### src/rtl/mul_share_pkg.sv
// Shared types and helpers for the time-shared multiplier arbiter.
package mul_share_pkg;

    // Widest requester id ever needed (up to 8 requesters).
    localparam int ID_MAX_W = 3;

    function automatic int id_w(input int n);
        return (n > 2) ? $clog2(n) : 1;
    endfunction

    // Control half of a pipeline stage; operands and partial products
    // travel in the multiplier's own registers so they map onto the DSP.
    typedef struct packed {
        logic                vld;
        logic [ID_MAX_W-1:0] id;
    } stage_ctl_t;

endpackage

### src/rtl/mul_share_pipe.sv
// LATENCY-stage unsigned WIDTH x WIDTH multiplier, product truncated to WIDTH,
// with a global hold enable. Operand/product registers follow the DSP A/B, M, P layout.
module mul_share_pipe
    import mul_share_pkg::*;
#(
    parameter int WIDTH   = 18,
    parameter int LATENCY = 2
) (
    input  logic             clk,
    input  logic             rst_n,
    input  logic             en,
    input  stage_ctl_t       ctl_in,
    input  logic [WIDTH-1:0] a_in,
    input  logic [WIDTH-1:0] b_in,
    output stage_ctl_t       ctl_out,
    output logic [WIDTH-1:0] p_out
);

    stage_ctl_t ctl_q [LATENCY];

    always_ff @(posedge clk or negedge rst_n) begin
        if (!rst_n) begin
            for (int i = 0; i < LATENCY; i++) ctl_q[i] <= '0;
        end else if (en) begin
            ctl_q[0] <= ctl_in;
            for (int i = 1; i < LATENCY; i++) ctl_q[i] <= ctl_q[i-1];
        end
    end

    assign ctl_out = ctl_q[LATENCY-1];

    if (LATENCY == 1) begin : g_lat1
        logic [WIDTH-1:0] p_p0;

        always_ff @(posedge clk or negedge rst_n) begin
            if (!rst_n)  p_p0 <= '0;
            else if (en) p_p0 <= a_in * b_in;
        end

        assign p_out = p_p0;
    end else begin : g_latn
        logic [WIDTH-1:0] a_p0, b_p0;
        logic [WIDTH-1:0] p_out_q;

        // stage 0: operand registers
        always_ff @(posedge clk) begin
            if (en) begin
                a_p0 <= a_in;
                b_p0 <= b_in;
            end
        end

        if (LATENCY == 2) begin : g_m_direct
            always_ff @(posedge clk or negedge rst_n) begin
                if (!rst_n)  p_out_q <= '0;
                else if (en) p_out_q <= a_p0 * b_p0;
            end
        end else begin : g_m_chain
            logic [WIDTH-1:0] p_mid [LATENCY-2];

            // stages 1..LATENCY-2: multiplier and intermediate product registers
            always_ff @(posedge clk) begin
                if (en) begin
                    p_mid[0] <= a_p0 * b_p0;
                    for (int i = 1; i < LATENCY-2; i++) p_mid[i] <= p_mid[i-1];
                end
            end

            // final stage: output register, cleared so rsp_p reads 0 after reset
            always_ff @(posedge clk or negedge rst_n) begin
                if (!rst_n)  p_out_q <= '0;
                else if (en) p_out_q <= p_mid[LATENCY-3];
            end
        end

        assign p_out = p_out_q;
    end

endmodule

### src/rtl/mul_share_arbiter.sv
// Round-robin arbiter feeding one shared multiplier pipeline with backpressure.
// Optional per-requester transfer counters: define MUL_SHARE_ARBITER_STATS_EN.
module mul_share_arbiter
    import mul_share_pkg::*;
#(
    parameter int NUM_REQ = 4,
    parameter int WIDTH   = 18,
    parameter int LATENCY = 2
) (
    input  logic                       clk,
    input  logic                       rst_n,
    input  logic [NUM_REQ-1:0]         req_valid,
    input  logic [NUM_REQ*WIDTH-1:0]   req_a,
    input  logic [NUM_REQ*WIDTH-1:0]   req_b,
    output logic [NUM_REQ-1:0]         req_ready,
    output logic                       rsp_valid,
    input  logic                       rsp_ready,
    output logic [WIDTH-1:0]           rsp_p,
    output logic [id_w(NUM_REQ)-1:0]   rsp_id
`ifdef MUL_SHARE_ARBITER_STATS_EN
    ,
    output logic [NUM_REQ*32-1:0]      stat_issued
`endif
);

    localparam int IDW = id_w(NUM_REQ);

    logic [IDW-1:0]     ptr;
    logic [IDW-1:0]     scan_idx;
    logic [IDW-1:0]     gnt_idx;
    logic               gnt_any;
    logic [NUM_REQ-1:0] gnt;
    logic               stall;
    stage_ctl_t         ctl_in, ctl_out;
    logic [WIDTH-1:0]   a_sel, b_sel;
    logic [ID_MAX_W-1:0] id_unused;

    assign stall = ctl_out.vld & ~rsp_ready;

    // First valid requester at or after ptr, wrapping; nothing while stalled or in reset.
    always_comb begin
        gnt      = '0;
        gnt_idx  = '0;
        gnt_any  = 1'b0;
        scan_idx = '0;
        for (int off = 0; off < NUM_REQ; off++) begin
            scan_idx = IDW'((int'(ptr) + off) % NUM_REQ);
            if (!gnt_any && req_valid[scan_idx]) begin
                gnt_any = 1'b1;
                gnt_idx = scan_idx;
            end
        end
        if (stall || !rst_n) gnt_any = 1'b0;
        if (gnt_any) gnt[gnt_idx] = 1'b1;
    end

    assign req_ready = gnt;

    always_ff @(posedge clk or negedge rst_n) begin
        if (!rst_n)       ptr <= '0;
        else if (gnt_any) ptr <= IDW'((int'(gnt_idx) + 1) % NUM_REQ);
    end

    assign a_sel      = req_a[int'(gnt_idx)*WIDTH +: WIDTH];
    assign b_sel      = req_b[int'(gnt_idx)*WIDTH +: WIDTH];
    assign ctl_in.vld = gnt_any;
    assign ctl_in.id  = ID_MAX_W'(gnt_idx);

    mul_share_pipe #(
        .WIDTH   (WIDTH),
        .LATENCY (LATENCY)
    ) u_pipe (
        .clk     (clk),
        .rst_n   (rst_n),
        .en      (~stall),
        .ctl_in  (ctl_in),
        .a_in    (a_sel),
        .b_in    (b_sel),
        .ctl_out (ctl_out),
        .p_out   (rsp_p)
    );

    assign rsp_valid = ctl_out.vld;
    assign rsp_id    = ctl_out.id[IDW-1:0];
    assign id_unused = ctl_out.id;

`ifdef MUL_SHARE_ARBITER_STATS_EN
    for (genvar i = 0; i < NUM_REQ; i++) begin : g_stat
        logic [31:0] cnt;

        always_ff @(posedge clk or negedge rst_n) begin
            if (!rst_n)                     cnt <= '0;
            else if (gnt[i] && cnt != '1)   cnt <= cnt + 32'd1;
        end

        assign stat_issued[i*32 +: 32] = cnt;
    end
`endif

endmodule
### config.mk
export PLATFORM = sky130hd
export DESIGN_NAME = mul_share_arbiter
export DESIGN_NICKNAME = d
export VERILOG_FILES = /design/src/rtl/mul_share_pkg.sv /design/src/rtl/mul_share_pipe.sv /design/src/rtl/mul_share_arbiter.sv
export SDC_FILE = /design/constraint.sdc
export NUM_CORES = 1
export LEC_CHECK = 0
export ABC_AREA = 0
export BUFFER_PORTS_ARGS = -buffer_cell sky130_fd_sc_hd__buf_2
export CORE_MARGIN = 5
export CORE_UTILIZATION = 55
export CTS_CLUSTER_DIAMETER = 50
export DETAILED_ROUTE_END_ITERATION = 10
export PLACE_DENSITY = 0.91
export REMOVE_ABC_BUFFERS = 1
export SKIP_CTS_REPAIR_TIMING = 1
export SYNTH_ARGS = -nofsm -noshare
export SYNTH_HDL_FRONTEND = slang
export SYNTH_HIERARCHICAL = 1
export SYNTH_SLANG_ARGS = --single-unit
### constraint.sdc
create_clock -name clk -period 6.95 [get_ports clk]
set_input_delay 1.7375 -clock clk [delete_from_list [all_inputs] [get_ports clk]]
set_output_delay 1.7375 -clock clk [all_outputs]
set_load 0.01 [all_outputs]
==> summary.txt <==
Status
  – Status: finished, final reports clean

Detailed routing
  – Final WL: 19190 um
  – Routed vias: 6183
  – Via/cell ratio: 5.244
  – Drt first pass iters: 5
  – Drt wl/cell: 16.27 um
  – DR iter-0 viols: 389
  – Residual DRC count: 0
  – Routed Antenna Nets: 0

Worst setup path
  – Crit-path cells: and2_1, fa_1, inv_1, fa_1, inv_1, fa_1, fa_1, fa_1, inv_1, fa_1, inv_1, ha_1, o21a_1, o21ai_0, or2_2, o311ai_4, xnor2_1, a21oi_1
  – CP bufs+invs: 4
  – CP top delay family: adder cells
  – Crit path max fanout: 15
  – Worst Path Required: 7130 ps
  – CP arrival: 5890 ps
  – CP Capture Type: register
  – Critical path's largest stage delay: 580 ps
  – Slowest CP cell: edfxtp_1
  – Worst Path Class, Setup: register to register
  – Most common cell on crit path: fa_1
  – Crit start category: register

Cells and area
  – Final core occ: 63.66%
  – Nets@finish: 1299
  – Layout cells sized above 1: 22.40%
  – # diodes: 0
  – Synth-to-Final Area Change: 13.77%
  – Fillcell total: 1185

Min path
  – Hold Path Class: register to register

Clocking
  – Clk slew on worst S/H paths: 60 ps
  – H-tree levels: 3
  – Clock Path Buffers: 2
  – Clk Latency, worst-skew pair: 340 ps
  – CTS root buf: clkbuf_16
  – CTS tree: built
  – TritonCTS buffer count: 9
  – CTS sink count: 62

Floorplan
  – Core area: 15200 um^2
  – Row count: 45
  – Die area: 18050 um^2
  – Die Y: 134.4 um
  – Starting Density: 55.96%
  – I/O pin count: 176
  – Die width: 134.4 um

Synth
  – Netlist Area Pre-Place: 8507 um^2
  – Mapped Cells: 833
  – Syn. warnings: 6
  – Syn_area_per_cell: 10.21 um^2

Placement
  – Port Buffer Count: 175
  – Routability cong.: 0.8909
  – DP HPWL: 15540 um

Global routing
  – Pin count of the biggest net entering global routing: 66
  – Total Routing Usage GR: 22.33%
  – Antenna violations before repair: 0
  – Vias in the first global route: 6775
  – Global route total overflow: 0
  – Global-route wire length before repair: 32200 um

STA
  – Max Freq: 175.2 MHz
  – Final setup vio count: 0
  – Fin. max-slew vios: 0
  – RSZ-0062 raised after global routing: no
  – Final period utilization: 82.11%
  – Slew HR: 43.67%
  – Clock skew: 10.22 ps
  – Tmin final: 5707 ps
  – Fin. Hold Viols: 0
  – Worst slew pin tran: 844.9 ps

Flow run
  – Max Cap Viol: 0
-- sequential cells by signal, indices dropped and copies added, names as in the netlist --
| register | cells |
|---|---|
| u_pipe/g_latn.a_p0 | 18 |
| u_pipe/g_latn.b_p0 | 18 |
| u_pipe/p_out | 18 |
| u_pipe/ctl_out | 3 |
| u_pipe/ctl_q | 3 |
| ptr | 2 |
-- final cells by class --
cell class                 count  area (um^2)  share of cell area, %
inverter                     164        615.6                  6.361
timing repair buffer         177        890.9                  9.205
tap                          188        235.2                  2.431
clock inverter                 6        68.82                 0.7111
sequential                    62         1732                  17.89
multi-input combinational    572         5907                  61.03
clock buffer                  10        229.0                  2.366
-- placed cells by master (no fill, tap or decap), drive strengths merged, types with 2 or more instances in the layout --
cell and instances:
or3 2, xor2 6, o21a 4, a21oi 14, or4 2, inv 166, xnor2 31, clkinv 2
mux2i 109, nand2b 3, fa 109, a21o 3, and2 104, ha 53, mux2 17, edfxtp 36
buf 177, nor3 3, a21boi 2, o21ai 8, nor2 10, nand2 70, dfrtp 26, nor2b 2
nand3 4, clkbuf 10, xnor3 2
-- worst paths after layout --
| check | start | end | slack, ps | depth (start not counted) |
|---|---|---|---|---|
| setup reg to reg | u_pipe/g_latn.b_p0[3]$_DFFE_PP_ | u_pipe/p_out[17]$_DFFE_PN0P_ | 1240 | 18 |
| hold / removal | u_pipe/p_out[9]$_DFFE_PN0P_ | u_pipe/p_out[9]$_DFFE_PN0P_ | 480 | 1 |
| max in group asynchronous | rst_n | u_pipe/ctl_q[4]$_DFFE_PN0P_ | 5110 | 1 |
| min in group asynchronous | rst_n | u_pipe/p_out[12]$_DFFE_PN0P_ | 1410 | 1 |
| setup / recovery | u_pipe/g_latn.b_p0[3]$_DFFE_PP_ | u_pipe/p_out[17]$_DFFE_PN0P_ | 1240 | 18 |
| hold reg to reg | u_pipe/p_out[9]$_DFFE_PN0P_ | u_pipe/p_out[9]$_DFFE_PN0P_ | 480 | 1 |
-- per-stage QoR --
step                      hold slack [ps]  cells  instance area (um^2)  TNS [ps]  setup WS, ps
after floorplan                     475.2    798                  8240    -726.3        -339.7
after global placement              467.6   1163                  9380         0          1476
after detailed placement            470.4   1163                  9380         0          1257
after CTS                           483.8   1179                  9678         0          1222
after global routing                505.1   1179                  9678         0          1012
final                               478.6   1179                  9678         0          1243
-- metal layers --
| layer | routed length [um] | share of wire [%] | GRT usage [%] |
|---|---|---|---|
| met1 | 7560 | 39 | 26.95 |
| met2 | 9901 | 52 | 40.06 |
| met3 | 1316 | 6.9 | 4.426 |
| met4 | 409 | 2.1 | 7.296 |
| met5 | 0 | 0 | 0 |
Power is left out: the tool's default activity adds up to more than one toggle a clock period on the data nets, which glitch-free logic cannot reach.
